===== src/rtl/dbg_mailbox_if.sv =====
// Bus bundle between the CPU/host side of the debug mailbox and its controller.
// Latency: none (wires only).
// Backpressure: none here; flow state travels in CPU_STATUS and HOST_OUT.
// Ports (slave = mailbox view):
//   CPU_WE/CPU_WD   in   push a word into the TX FIFO
//   CPU_RE          in   pop the RX slot
//   CPU_RD          out  RX slot data
//   CPU_STATUS      out  {tx_full, tx_empty, rx_valid, rx_overrun}
//   HOST_CAPTURE    in   one-cycle pulse, host captured the chain
//   HOST_UPDATE     in   one-cycle pulse, host updated the chain
//   HOST_IN         in   {ack, wvalid, data}
//   HOST_OUT        out  {tx_valid, rx_full, head_data}
//   TX_DROP         out  one-cycle pulse, push discarded because FIFO was full
//   IRQ             out  RX slot holds a word
interface dbg_mailbox_if #(
    parameter int W = 32
);
    logic           CPU_WE;
    logic [W-1:0]   CPU_WD;
    logic           CPU_RE;
    logic [W-1:0]   CPU_RD;
    logic [3:0]     CPU_STATUS;
    logic           HOST_CAPTURE;
    logic           HOST_UPDATE;
    logic [W+1:0]   HOST_IN;
    logic [W+1:0]   HOST_OUT;
    logic           TX_DROP;
    logic           IRQ;

    modport slave (
        input  CPU_WE, CPU_WD, CPU_RE, HOST_CAPTURE, HOST_UPDATE, HOST_IN,
        output CPU_RD, CPU_STATUS, HOST_OUT, TX_DROP, IRQ
    );

    modport master (
        output CPU_WE, CPU_WD, CPU_RE, HOST_CAPTURE, HOST_UPDATE, HOST_IN,
        input  CPU_RD, CPU_STATUS, HOST_OUT, TX_DROP, IRQ
    );
endinterface


===== src/rtl/dbg_mailbox.sv =====
// Debug data-IO chain mailbox: CPU->host TX FIFO plus host->CPU single-entry RX slot.
// Latency: push visible on HOST_OUT one cycle later; host writes land in the RX slot in one cycle.
// Backpressure: TX pushes while full are dropped (TX_DROP pulse); RX writes while full set rx_overrun.
// Ports:
//   CLK    in  CPU clock
//   RESET  in  synchronous active-high reset
//   bus    slave modport of dbg_mailbox_if (CPU and host-chain signals)
// DEPTH must be a power of two, >= 2, so the pointers wrap naturally.
module dbg_mailbox #(
    parameter int DEPTH = 4,
    parameter int W     = 32
) (
    input  logic          CLK,
    input  logic          RESET,
    dbg_mailbox_if.slave  bus
);

    localparam int PW = $clog2(DEPTH);

    typedef enum logic {
        ST_IDLE   = 1'b0,
        ST_LOCKED = 1'b1
    } state_t;

    state_t         r_state;
    state_t         w_state_nxt;

    logic [W-1:0]   r_mem [DEPTH];
    logic [PW-1:0]  r_wr_ptr;
    logic [PW-1:0]  r_rd_ptr;
    logic [PW:0]    r_count;
    logic           r_rx_valid;
    logic           r_rx_overrun;
    logic [W-1:0]   r_rx_data;
    logic [W+1:0]   r_host_out;
    logic           r_presented;
    logic           r_tx_drop;

    logic           w_tx_full;
    logic           w_tx_empty;
    logic           w_ack;
    logic           w_wvalid;
    logic           w_push;
    logic           w_pop;
    logic           w_load_out;
    logic           w_present_ld;
    logic           w_rx_accept;
    logic           w_rx_reject;
    logic           w_rx_valid_nxt;
    logic           w_rx_overrun_nxt;
    logic [PW-1:0]  w_rd_ptr_nxt;
    logic [PW:0]    w_count_nxt;
    logic [W-1:0]   w_head_nxt;

    assign w_tx_full  = (r_count == (PW+1)'(DEPTH));
    assign w_tx_empty = (r_count == '0);
    assign w_ack      = bus.HOST_IN[W+1];
    assign w_wvalid   = bus.HOST_IN[W];

    // Full is judged on the pre-cycle count, so a push in the same cycle as
    // the pop that would free a slot is still dropped.
    assign w_push = bus.CPU_WE && !w_tx_full;

    // A host write is taken if the slot is free or the CPU empties it this cycle.
    assign w_rx_accept = bus.HOST_UPDATE && w_wvalid && (!r_rx_valid || bus.CPU_RE);
    assign w_rx_reject = bus.HOST_UPDATE && w_wvalid && !w_rx_accept;

    // Chain arbitration. The ack bit only means something for a value the host
    // actually captured, so pops happen solely on an update closing a LOCKED window.
    always_comb begin
        w_state_nxt  = r_state;
        w_pop        = 1'b0;
        w_load_out   = 1'b0;
        w_present_ld = 1'b0;
        case (r_state)
            ST_IDLE: begin
                w_load_out = 1'b1;
                if (bus.HOST_CAPTURE) begin
                    w_state_nxt  = ST_LOCKED;
                    w_present_ld = 1'b1;
                end
            end
            ST_LOCKED: begin
                if (bus.HOST_UPDATE) begin
                    // Empty guard keeps the count sane even if a stale
                    // presented flag survives a capture+update back-to-back.
                    w_pop        = w_ack && r_presented && !w_tx_empty;
                    w_state_nxt  = bus.HOST_CAPTURE ? ST_LOCKED : ST_IDLE;
                    w_present_ld = bus.HOST_CAPTURE;
                end
            end
            default: w_state_nxt = ST_IDLE;
        endcase
    end

    assign w_rd_ptr_nxt = w_pop ? (r_rd_ptr + PW'(1)) : r_rd_ptr;

    always_comb begin
        w_count_nxt = r_count;
        case ({w_push, w_pop})
            2'b10:   w_count_nxt = r_count + (PW+1)'(1);
            2'b01:   w_count_nxt = r_count - (PW+1)'(1);
            default: w_count_nxt = r_count;
        endcase
    end

    assign w_rx_valid_nxt   = w_rx_accept || (r_rx_valid && !bus.CPU_RE);
    assign w_rx_overrun_nxt = w_rx_reject || (r_rx_overrun && !bus.CPU_RE);

    // HOST_OUT is loaded from the post-edge FIFO/RX state so it always mirrors
    // the registers. When the word being pushed becomes the head it is bypassed
    // from CPU_WD since the memory write lands on the same edge. An empty FIFO
    // presents zero data rather than a stale entry.
    always_comb begin
        w_head_nxt = r_mem[w_rd_ptr_nxt];
        if (w_count_nxt == '0) begin
            w_head_nxt = '0;
        end else if (w_push && (w_rd_ptr_nxt == r_wr_ptr)) begin
            w_head_nxt = bus.CPU_WD;
        end
    end

    always_ff @(posedge CLK) begin
        if (w_push) begin
            r_mem[r_wr_ptr] <= bus.CPU_WD;
        end
    end

    always_ff @(posedge CLK) begin
        if (RESET) begin
            r_state      <= ST_IDLE;
            r_wr_ptr     <= '0;
            r_rd_ptr     <= '0;
            r_count      <= '0;
            r_rx_valid   <= 1'b0;
            r_rx_overrun <= 1'b0;
            r_rx_data    <= '0;
            r_host_out   <= '0;
            r_presented  <= 1'b0;
            r_tx_drop    <= 1'b0;
        end else begin
            r_state      <= w_state_nxt;
            r_rd_ptr     <= w_rd_ptr_nxt;
            r_count      <= w_count_nxt;
            r_rx_valid   <= w_rx_valid_nxt;
            r_rx_overrun <= w_rx_overrun_nxt;
            r_tx_drop    <= bus.CPU_WE && w_tx_full;
            if (w_push) begin
                r_wr_ptr <= r_wr_ptr + PW'(1);
            end
            if (w_rx_accept) begin
                r_rx_data <= bus.HOST_IN[W-1:0];
            end
            // Remember whether the captured value carried a word, using the
            // HOST_OUT the host saw in the capture cycle.
            if (w_present_ld) begin
                r_presented <= r_host_out[W+1];
            end
            if (w_load_out) begin
                r_host_out <= {(w_count_nxt != '0), w_rx_valid_nxt, w_head_nxt};
            end
        end
    end

    assign bus.CPU_RD     = r_rx_data;
    assign bus.CPU_STATUS = {w_tx_full, w_tx_empty, r_rx_valid, r_rx_overrun};
    assign bus.HOST_OUT   = r_host_out;
    assign bus.TX_DROP    = r_tx_drop;
    assign bus.IRQ        = r_rx_valid;

endmodule


===== src/flat_wrapper.sv =====
// flat-port wrapper written by rule: the top's interface ports become plain ports
module dbg_mailbox_flat 
#(
    parameter int DEPTH = 4,
    parameter int W     = 32
)
  (CLK, RESET, bus_CPU_WE, bus_CPU_WD, bus_CPU_RE, bus_HOST_CAPTURE, bus_HOST_UPDATE, bus_HOST_IN, bus_CPU_RD, bus_CPU_STATUS, bus_HOST_OUT, bus_TX_DROP, bus_IRQ);
  dbg_mailbox_if #(.W(W)) bus_i ();
  input  logic CLK;
  input  logic RESET;
  input wire logic [$bits(bus_i.CPU_WE)-1:0] bus_CPU_WE;
  input wire logic [$bits(bus_i.CPU_WD)-1:0] bus_CPU_WD;
  input wire logic [$bits(bus_i.CPU_RE)-1:0] bus_CPU_RE;
  input wire logic [$bits(bus_i.HOST_CAPTURE)-1:0] bus_HOST_CAPTURE;
  input wire logic [$bits(bus_i.HOST_UPDATE)-1:0] bus_HOST_UPDATE;
  input wire logic [$bits(bus_i.HOST_IN)-1:0] bus_HOST_IN;
  output wire logic [$bits(bus_i.CPU_RD)-1:0] bus_CPU_RD;
  output wire logic [$bits(bus_i.CPU_STATUS)-1:0] bus_CPU_STATUS;
  output wire logic [$bits(bus_i.HOST_OUT)-1:0] bus_HOST_OUT;
  output wire logic [$bits(bus_i.TX_DROP)-1:0] bus_TX_DROP;
  output wire logic [$bits(bus_i.IRQ)-1:0] bus_IRQ;
  assign bus_i.CPU_WE = bus_CPU_WE;
  assign bus_i.CPU_WD = bus_CPU_WD;
  assign bus_i.CPU_RE = bus_CPU_RE;
  assign bus_i.HOST_CAPTURE = bus_HOST_CAPTURE;
  assign bus_i.HOST_UPDATE = bus_HOST_UPDATE;
  assign bus_i.HOST_IN = bus_HOST_IN;
  assign bus_CPU_RD = bus_i.CPU_RD;
  assign bus_CPU_STATUS = bus_i.CPU_STATUS;
  assign bus_HOST_OUT = bus_i.HOST_OUT;
  assign bus_TX_DROP = bus_i.TX_DROP;
  assign bus_IRQ = bus_i.IRQ;
  dbg_mailbox #(.DEPTH(DEPTH), .W(W)) u_core (.CLK(CLK), .RESET(RESET), .bus(bus_i));
endmodule

===== config.mk =====
export PLATFORM = sky130hd
export DESIGN_NAME = dbg_mailbox_flat
export DESIGN_NICKNAME = d
export VERILOG_FILES = /design/src/rtl/dbg_mailbox_if.sv /design/src/rtl/dbg_mailbox.sv /design/src/flat_wrapper.sv
export SDC_FILE = /design/constraint.sdc
export NUM_CORES = 1
export LEC_CHECK = 0
export CORE_MARGIN = 2
export CORE_UTILIZATION = 48
export DETAILED_ROUTE_END_ITERATION = 16
export GPL_TIMING_DRIVEN = 0
export PLACE_DENSITY = 0.75
export SLEW_MARGIN = 20
export SYNTH_ARGS = -nofsm -noshare
export SYNTH_HDL_FRONTEND = slang
export SYNTH_SLANG_ARGS = --single-unit

===== constraint.sdc =====
create_clock -name CLK -period 3.06 [get_ports CLK]
set_clock_uncertainty 0.1 [all_clocks]
set_input_delay 0.459 -clock CLK [delete_from_list [all_inputs] [get_ports CLK]]
set_output_delay 0.459 -clock CLK [all_outputs]
set_load 0.1 [all_outputs]

==> impl_metrics.ini <==
[run_status]
status = complete, but fails checks
violations = negative setup slack

[synthesis]
ys.warnings.count = 0
synth.distinct_cells = 43
ys_seq_elements = 206
yosysTopAreaCellShare_pct = 44.0
syn_area_sq_mm = 0.00874
synthesis.nets = 878
async_flop_share_pct = 0
ys_seq_area_share_pct = 61.9
ys.flop_type = edfxtp_1
synth_edf_count = 128
syn_avg_cell_area_sq_um = 10.9
yosysTopAreaCell = edfxtp_1
synth_area_leaders = edfxtp_1 (44%), dfxtp_1 (18%), nor2_1 (6.1%)
synthCells = 800

[sta]
drv_slew = 0
period_minus_slack_ps = 3080
hold_violations = 0
setup_viol = 3
max_clock_freq_mhz = 325
rsz0062_at_grt = yes
tightestPinTransition_ps = 1010
post-route-period-util_pct = 101
fin_ws_ps = -16.4
max-slew-margin-rel_pct = 32.2

[floorplanning]
dieArea_sq_mm = 0.0193
coreArea_sq_mm = 0.0179
initial_core_util_pct = 48.8
dieHeight_um = 139
rows = 49
die_w_um = 139
ios = 144

[critical_path]
worstPathArrival_ps = 3380
startpoint_type = flip-flop
cp-end-kind = flip-flop
required_ps = 3370
path_max_fanout = 10
worstSetupPathType = flip-flop to flip-flop

[routing]
ant_nets = 0
vias_per_cell = 5.64
firstDrtPassIters = 8
drt_iter0_drc = 570
wl_um = 23100
wire_per_inst_um = 18.9
vias = 6890
drc = 0

[final_layout]
diodes = 0
final_cells = 1222
fill_cells = 1357
area_delta_synth_final_pct = 32.3
nets = 1058
fin_util_pct = 64.5
drive_above_1_share_pct = 15.5
multiInputGateArea_sq_mm = 0.00315
ff_latch_area_sq_mm = 0.00541

[worst_hold_path]
min_path_type = flip-flop to flip-flop

[clocking]
cts.sinks = 206
clockBufferDepth = 3
htreeDepth = 1
numCtsBuffers = 21
cts_tree = built
clock_latency_ps = 500
clk_pin_slew_ps = 60
cts-root-buf = clkbuf_16

[power]
power.density_mw_per_mm2 = 612
peakVddDrop_uv = 510
leakagePower_nw = 3.96

[global_route]
grt_pass1_wl_um = 35500
antenna_found_initial = 0
grtUsageTotal_pct = 22.8
grt_pass1_vias = 6852
grt_overflow_total = 0
grt_max_degree = 30

[place]
hpwl_um = 14500
io_buffers = 143
gp_routability_congestion = 0.775
place_inst = 1176

[job]
maxCapViolations = 0
[layout by cell type (no fill, tap or decap), types with 5 or more instances in the layout]
cell type,synthesis,final
nor2_1,142,141
clkdlybuf4s50_1,0,141
nand2_1,133,133
edfxtp_1,128,128
dfxtp_1,78,75
o21ai_0,67,67
clkbuf_1,42,38
a21oi_1,38,38
mux2_2,32,32
o2111ai_1,31,31
o221ai_2,20,25
clkbuf_16,0,22
buf_4,5,16
buf_6,3,7
inv_1,9,6
buf_12,0,5
buf_2,9,5
o221ai_1,12,5
clkinv_2,0,5
clkinv_1,0,5
[final timing paths]
path         cells past startpoint                   from  slack [ps]                      to
max                             15         u_core.r_state         -20  u_core.bus.HOST_OUT[3]
max reg2reg                     15         u_core.r_state         -20  u_core.bus.HOST_OUT[3]
min reg2reg                      2  u_core.bus.CPU_RD[29]         350   u_core.bus.CPU_RD[29]
min                              2  u_core.bus.CPU_RD[29]         350   u_core.bus.CPU_RD[29]
[final cells by class]
type | instances | area share [%]
buffer | 60 | 3.18
clock buffer | 24 | 4.73
clock inverter | 12 | 0.899
inverter | 10 | 0.390
multi-input combinational | 522 | 27.3
sequential | 206 | 46.8
tap | 229 | 2.48
timing repair buffer | 159 | 14.2
[power breakdown]
part | internal (W) | switching (W)
combinational | 0.000434 | 0.000952
sequential | 0.00312 | 0.0000848
clock | 0.00144 | 0.00104
[cells by family after synthesis]
family / Yosys count / share of synthesized area, %
AND/OR/NAND/NOR: 302 / 14.0
flip-flops: 206 / 61.9
AO/OA/AOI/OAI: 174 / 14.5
buffers and inverters: 72 / 3.72
multiplexers: 34 / 4.35
XOR/XNOR: 6 / 0.602
adder cells (fa/ha/maj): 6 / 0.945
[layer usage]
layer	up-vias	global-route usage [%]	routed length (um)
li1	3211	-	-
met1	3333	29.1	9290
met2	294	39.2	11500
met3	52	4.70	1680
met4	0	7.34	582
met5	-	0	0
[what timing repair did]
action	in CTS	in global routing
endpoints found under the setup margin	33	33
gates cloned	0	1
hold buffers	0	0
setup buffers	2	9
pin swaps	2	9
gates resized for setup	24	29
[cells in the mapped netlist, drive strengths merged (2+ instances only)]
library cell,number
nor2,142
nand2,133
edfxtp,128
dfxtp,78
o21ai,68
clkbuf,42
a21oi,38
mux2,32
o2111ai,32
o221ai,32
buf,20
inv,10
ha,5
or2,5
and3,4
nor3,3
xnor2,3
xor2,3
mux2i,2
nand2b,2
nand3,2
nand3b,2
nor2b,2
nor4b,2
[flip-flops by register name (all words and copies together) (netlist names)]
| register | cells |
|---|---|
| u_core.bus.CPU_RD | 32 |
| u_core.r_mem | 128 |
| u_core.bus.TX_DROP | 1 |
| u_core.r_presented | 1 |
| u_core.r_state | 1 |
| u_core.r_rx_overrun | 1 |
| u_core.r_count | 3 |
| u_core.r_wr_ptr | 2 |
| u_core.bus.IRQ | 1 |
| u_core.bus.HOST_OUT | 34 |
| u_core.r_rd_ptr | 2 |
[stage by stage]
| stage | setup TNS (ps) | total power (W) | instance area, sq um | setup WS (ps) | hold WS, ps |
|---|---|---|---|---|---|
| floorplan | 0 | 0.00414 | 8780 | 31.6 | 364 |
| global placement | -40400 | 0.00452 | 10500 | -1290 | 340 |
| detailed placement | -41510 | 0.00456 | 10600 | -1330 | 346 |
| CTS | 0 | 0.00702 | 11300 | 10.2 | 354 |
| global route | -2160 | 0.00727 | 11600 | -91.5 | 368 |
| finish | -20.3 | 0.00707 | 11600 | -16.4 | 351 |
[critical path, stage by stage (launching register included)]
cell	delay, ps
dfxtp_2	320
buf_6	100
nand4_1	90
or2_1	280
buf_6	150
inv_8	50
ha_4	120
inv_2	40
fa_2	410
xor2_4	180
a22o_1	220
nor2_4	70
or3_4	350
buf_12	160
buf_12	150
o221ai_4	180
No activity file was read; power rests on OpenSTA's default activity.
==> variant 1, RTL diff (config.mk and constraints unchanged) <==
Reset style: asynchronous (`RESET`), changed in one clocked block. Comments in the files are not updated.
--- a/src/rtl/dbg_mailbox.sv
+++ b/src/rtl/dbg_mailbox.sv
@@ -126,7 +126,7 @@
         end
     end
 
-    always_ff @(posedge CLK) begin
+    always_ff @(posedge CLK or posedge RESET) begin
         if (RESET) begin
             r_state      <= ST_IDLE;
             r_wr_ptr     <= '0;
Formal check against the unedited RTL: differs if RESET is asserted again (counterexample within 4 cycles, from zero or initial values and one cycle with RESET high); with RESET held inactive, the same outputs for 4 cycles.
==> variant 1 against the original RTL <==
Maximum frequency grew 1.1%. Largest cell class unchanged. Worst setup slack gained 0.035 ns. Sequential cell count is the same. Area after synthesis grew 3.4%. Wire length shrank 0.43%. Critical path type unchanged. Final area grew 3.5%.
Power is not compared: it rests on default switching activity, and its combinational part moved more than twofold at a synthesized area within 25%.
==> variant 1: results (changes against the original RTL) <==
| Metric | Value |
|---|---|
| Sw frac | around 44% |
| Post-CTS sizing | 29 (was 24) |
| RR Endpoint | u_core.bus.HOST_OUT[31]$_DFFE_PP0N_ (was u_core.bus.HOST_OUT[3]$_SDFFE_PP0N_) |
| Layout cells sized above 1 | 17.4% (was 15.5%) |
| Routed WL per cell | 20.1 um (was 18.9 um) |
| Diodes inserted | 0 (unchanged) |
| Seq pwr share | 30.2% |
| Arr. time, crit path | 3.37 ns (was 3.38 ns) |
| Hold Crit Class | input pin to asynchronous set/reset pin (was register to register) |
| Routed wl met3 | 1.95 mm (was 1.68 mm) |
| DP Worst Slack | -1.27 ns (was -1.33 ns) |
| Period utilisation layout | 99.4% (was 101%) |
| CTS Buf Count | 22 (was 21) |
| Hold WS | 0.297 ns (was 0.351 ns) |
| Sequential fraction of the synthesis area | 64.2% (was 61.9%) |
| GR Util met3 | 4.79% (was 4.70%) |
| Syn nets | 785 (was 878) |
| Synth area leaders | edfxtp_1, dfrtp_1, nor2_1 (was edfxtp_1, dfxtp_1, nor2_1) |
| Wire length on met2 | 10.9 mm (was 11.5 mm) |
| R2R depth | 12 (was 15) |
| M1 WL | 9.51 mm (was 9.29 mm) |
| Status | completed (was finished with violations) |
| Post-Place Cell Area | 10900 um2 (was 10600 um2) |
| Routability Congestion | 0.802 (was 0.775) |
| Slew @ Worst Pin | 0.999 ns (was 1.01 ns) |
| Number of global-route vias before repair | 6857 (was 6852) |
| Initial drt markers | 798 (was 570) |
| Post-layout instance count excluding filler cells | 1142 (was 1222) |
| Routing usage on met2 | 37.6% (was 39.2%) |
| Commonest cells in the netlist | nor2_1, edfxtp_1, dfrtp_1, o21ai_0, clkbuf_1 (was nor2_1, nand2_1, edfxtp_1, dfxtp_1, o21ai_0) |
| Global-route usage over all layers | 23.3% (was 22.8%) |
| Number of detailed-route iterations in the first pass | 5 (was 8) |
| Number of synthesized flops with an enable pin | 128 (unchanged) |
| Critical path launch point | u_core.r_state$_DFF_PP0_ (was u_core.r_state$_SDFF_PP0_) |
| Nets@finish | 970 (was 1058) |
| R2R Setup Slk | 0.02 ns (was -0.02 ns) |
| Mapped Avg Cell Area | 12.8 um2 (was 10.9 um2) |
| Pin count of the biggest net entering global routing | 45 (was 30) |
| Post-synthesis cell type count | 37 (was 43) |
| First-pass GRT wire length | 36.1 mm (was 35.5 mm) |
| Max reg flops | 128 (unchanged) |
| Post-CTS Setup Inserts | 9 (was 2) |
variant 1: layout make-up:
class | count | area, um2 | share of cell area [%]
sequential | 206 | 5800 | 48.5
multi-input combinational | 438 | 3030 | 25.4
timing repair buffer | 164 | 1710 | 14.3
clock buffer | 29 | 618 | 5.17
tap | 234 | 293 | 2.45
buffer | 49 | 268 | 2.24
clock inverter | 11 | 186 | 1.56
inverter | 11 | 51.3 | 0.429
variant 1: critical path, stage by stage (launching register included):
cell and delay [ns]:
dfrtp_2 0.36, nand4_1 0.18, or2_4 0.32, inv_8 0.07, ha_4 0.14, inv_2 0.04
fa_2 0.38, xor2_2 0.19, or3_4 0.34, a311o_2 0.38, buf_12 0.16, buf_12 0.15
o211ai_2 0.15
variant 1: kinds of logic after synthesis:
group | Yosys count | share of synthesized area (%)
mux | 67 | 8.35
xor+xnor | 7 | 0.679
flops | 206 | 64.2
buf+inv | 63 | 3.05
simple gates | 221 | 11.5
compound gates | 137 | 11.3
fa+ha+maj | 6 | 0.914
==> variant 2, RTL diff (config.mk and constraints unchanged) <==
Made on the original files. `W` is set to 32 in 3 places; all go to 16.
--- a/src/rtl/dbg_mailbox_if.sv
+++ b/src/rtl/dbg_mailbox_if.sv
@@ -13,7 +13,7 @@
 //   TX_DROP         out  one-cycle pulse, push discarded because FIFO was full
 //   IRQ             out  RX slot holds a word
 interface dbg_mailbox_if #(
-    parameter int W = 32
+    parameter int W = 16
 );
     logic           CPU_WE;
     logic [W-1:0]   CPU_WD;
--- a/src/rtl/dbg_mailbox.sv
+++ b/src/rtl/dbg_mailbox.sv
@@ -8,7 +8,7 @@
 // DEPTH must be a power of two, >= 2, so the pointers wrap naturally.
 module dbg_mailbox #(
     parameter int DEPTH = 4,
-    parameter int W     = 32
+    parameter int W     = 16
 ) (
     input  logic          CLK,
     input  logic          RESET,
--- a/src/flat_wrapper.sv
+++ b/src/flat_wrapper.sv
@@ -2,7 +2,7 @@
 module dbg_mailbox_flat 
 #(
     parameter int DEPTH = 4,
-    parameter int W     = 32
+    parameter int W     = 16
 )
   (CLK, RESET, bus_CPU_WE, bus_CPU_WD, bus_CPU_RE, bus_HOST_CAPTURE, bus_HOST_UPDATE, bus_HOST_IN, bus_CPU_RD, bus_CPU_STATUS, bus_HOST_OUT, bus_TX_DROP, bus_IRQ);
   dbg_mailbox_if #(.W(W)) bus_i ();
Ports: changed (resized bus_CPU_RD, bus_CPU_WD, bus_HOST_IN and bus_HOST_OUT); port bits go from 144 to 80. The function was not compared with the original's and may differ.
==> variant 2 against the original RTL <==
Sequential power decreased by 47%. Final cell count decreased by 52%. Area after synthesis decreased by 43%. Power decreased by 53%. Critical path depth decreased by 2. Wire length decreased by 53%. Sequential cell count decreased by 96. Worst setup slack improved by 0.079 ns. Synthesized cell count decreased by 57%. Clock power decreased by 65%. First-iteration DRC count decreased by 67%. Highest routed layer unchanged. Die area decreased by 42%. Final area decreased by 45%.
==> variant 2: results (changes against the original RTL) <==
| Metric | Value |
|---|---|
| Status | completed (was finished with violations) |
| Synth area leaders | edfxtp_1, dfxtp_1, mux4_4 (was edfxtp_1, dfxtp_1, nor2_1) |
| Post-synthesis cell type count | 42 (was 43) |
| Bufs w/o clock | 116 (was 219) |
| R2R Setup Slk | 0.06 ns (was -0.02 ns) |
| Number of clock buffers in the layout | 9 (was 24) |
| Post-DP HPWL | 7.38 mm (was 14.5 mm) |
| Sequential fraction of the synthesis area | 56.9% (was 61.9%) |
| Sw power | 1.02 mW (was 2.08 mW) |
| Number of global-route vias before repair | 3373 (was 6852) |
| Slew @ Worst Pin | 0.995 ns (was 1.01 ns) |
| Crit path largest cell delay | 0.37 ns (was 0.41 ns) |
| #MultiIn Comb | 198 (was 522) |
| Setup tns final | 0 ns (was -0.0203 ns) |
| Fillers | 778 (was 1357) |
| Worst-skew pair later-pin latency | 0.37 ns (was 0.50 ns) |
| Crit-path leading delay family | adder cells (was simple AND/OR/NAND/NOR gates) |
| Clk sink count | 110 (was 206) |
| Post-CTS Setup Inserts | 12 (was 2) |
| Clock buf/inv share | 3.10% (was 5.63%) |
| DP Worst Slack | -1.19 ns (was -1.33 ns) |
| Routed via count | 3229 (was 6890) |
| Routed WL per cell | 18.6 um (was 18.9 um) |
| Fin area | 6330 um2 (was 11600 um2) |
| H-Tree Depth | 3 (was 1) |
| Port Buffers | 79 (was 143) |
| Global-route usage over all layers | 19.9% (was 22.8%) |
| Root Driver | clkbuf_8 (was clkbuf_16) |
| Wire length on met2 | 5.42 mm (was 11.5 mm) |
| Nets@finish | 490 (was 1058) |
| NonClk Buf Share | 16.8% (was 17.4%) |
| Commonest cells in the netlist | edfxtp_1, dfxtp_1, nand2_1, a21oi_1, mux4_4 (was nor2_1, nand2_1, edfxtp_1, dfxtp_1, o21ai_0) |
| Post-Route WL | 10.9 mm (was 23.1 mm) |
| CP max FO | 8 (was 10) |
| Initial drt markers | 187 (was 570) |
| Pin count of the biggest net entering global routing | 19 (was 30) |
| Number of synthesized flops with an enable pin | 64 (was 128) |
| R2R depth | 13 (was 15) |
| Clock slew at reported path FFs | 0.10 ns (was 0.06 ns) |
| Arr. time, crit path | 3.16 ns (was 3.38 ns) |
-- variant 2: cell count changes in the layout (fill, tap and decap cells not counted), sizes merged, moves of 16 or more --
cell and change:
a21oi -16, a221o +16, and2 +16, clkbuf -42, clkdlybuf4s50 -64, dfxtp -32, edfxtp -64, mux2 -16
mux4 +30, nand2 -98, nor2 -127, o2111ai -32, o21ai -67, o221ai -32
-- variant 2: cells by family after synthesis --
group           count (synthesis)  share of synthesized area [%]
simple gates                   84                           8.73
xor+xnor                       10                           2.50
mux                            54                           19.7
fa+ha+maj                       6                           1.65
flops                         110                           56.9
buf+inv                        33                           3.93
compound gates                 44                           6.61
-- variant 2: power groups by stage --
stage | sequential (mW) | clock [mW] | combinational (mW)
finish | 1.70 | 0.880 | 0.716
CTS | 1.70 | 0.892 | 0.712
global placement | 1.73 | 0 | 0.689
detailed placement | 1.74 | 0 | 0.698
global route | 1.71 | 0.950 | 0.751
floorplan | 1.99 | 0 | 0.230
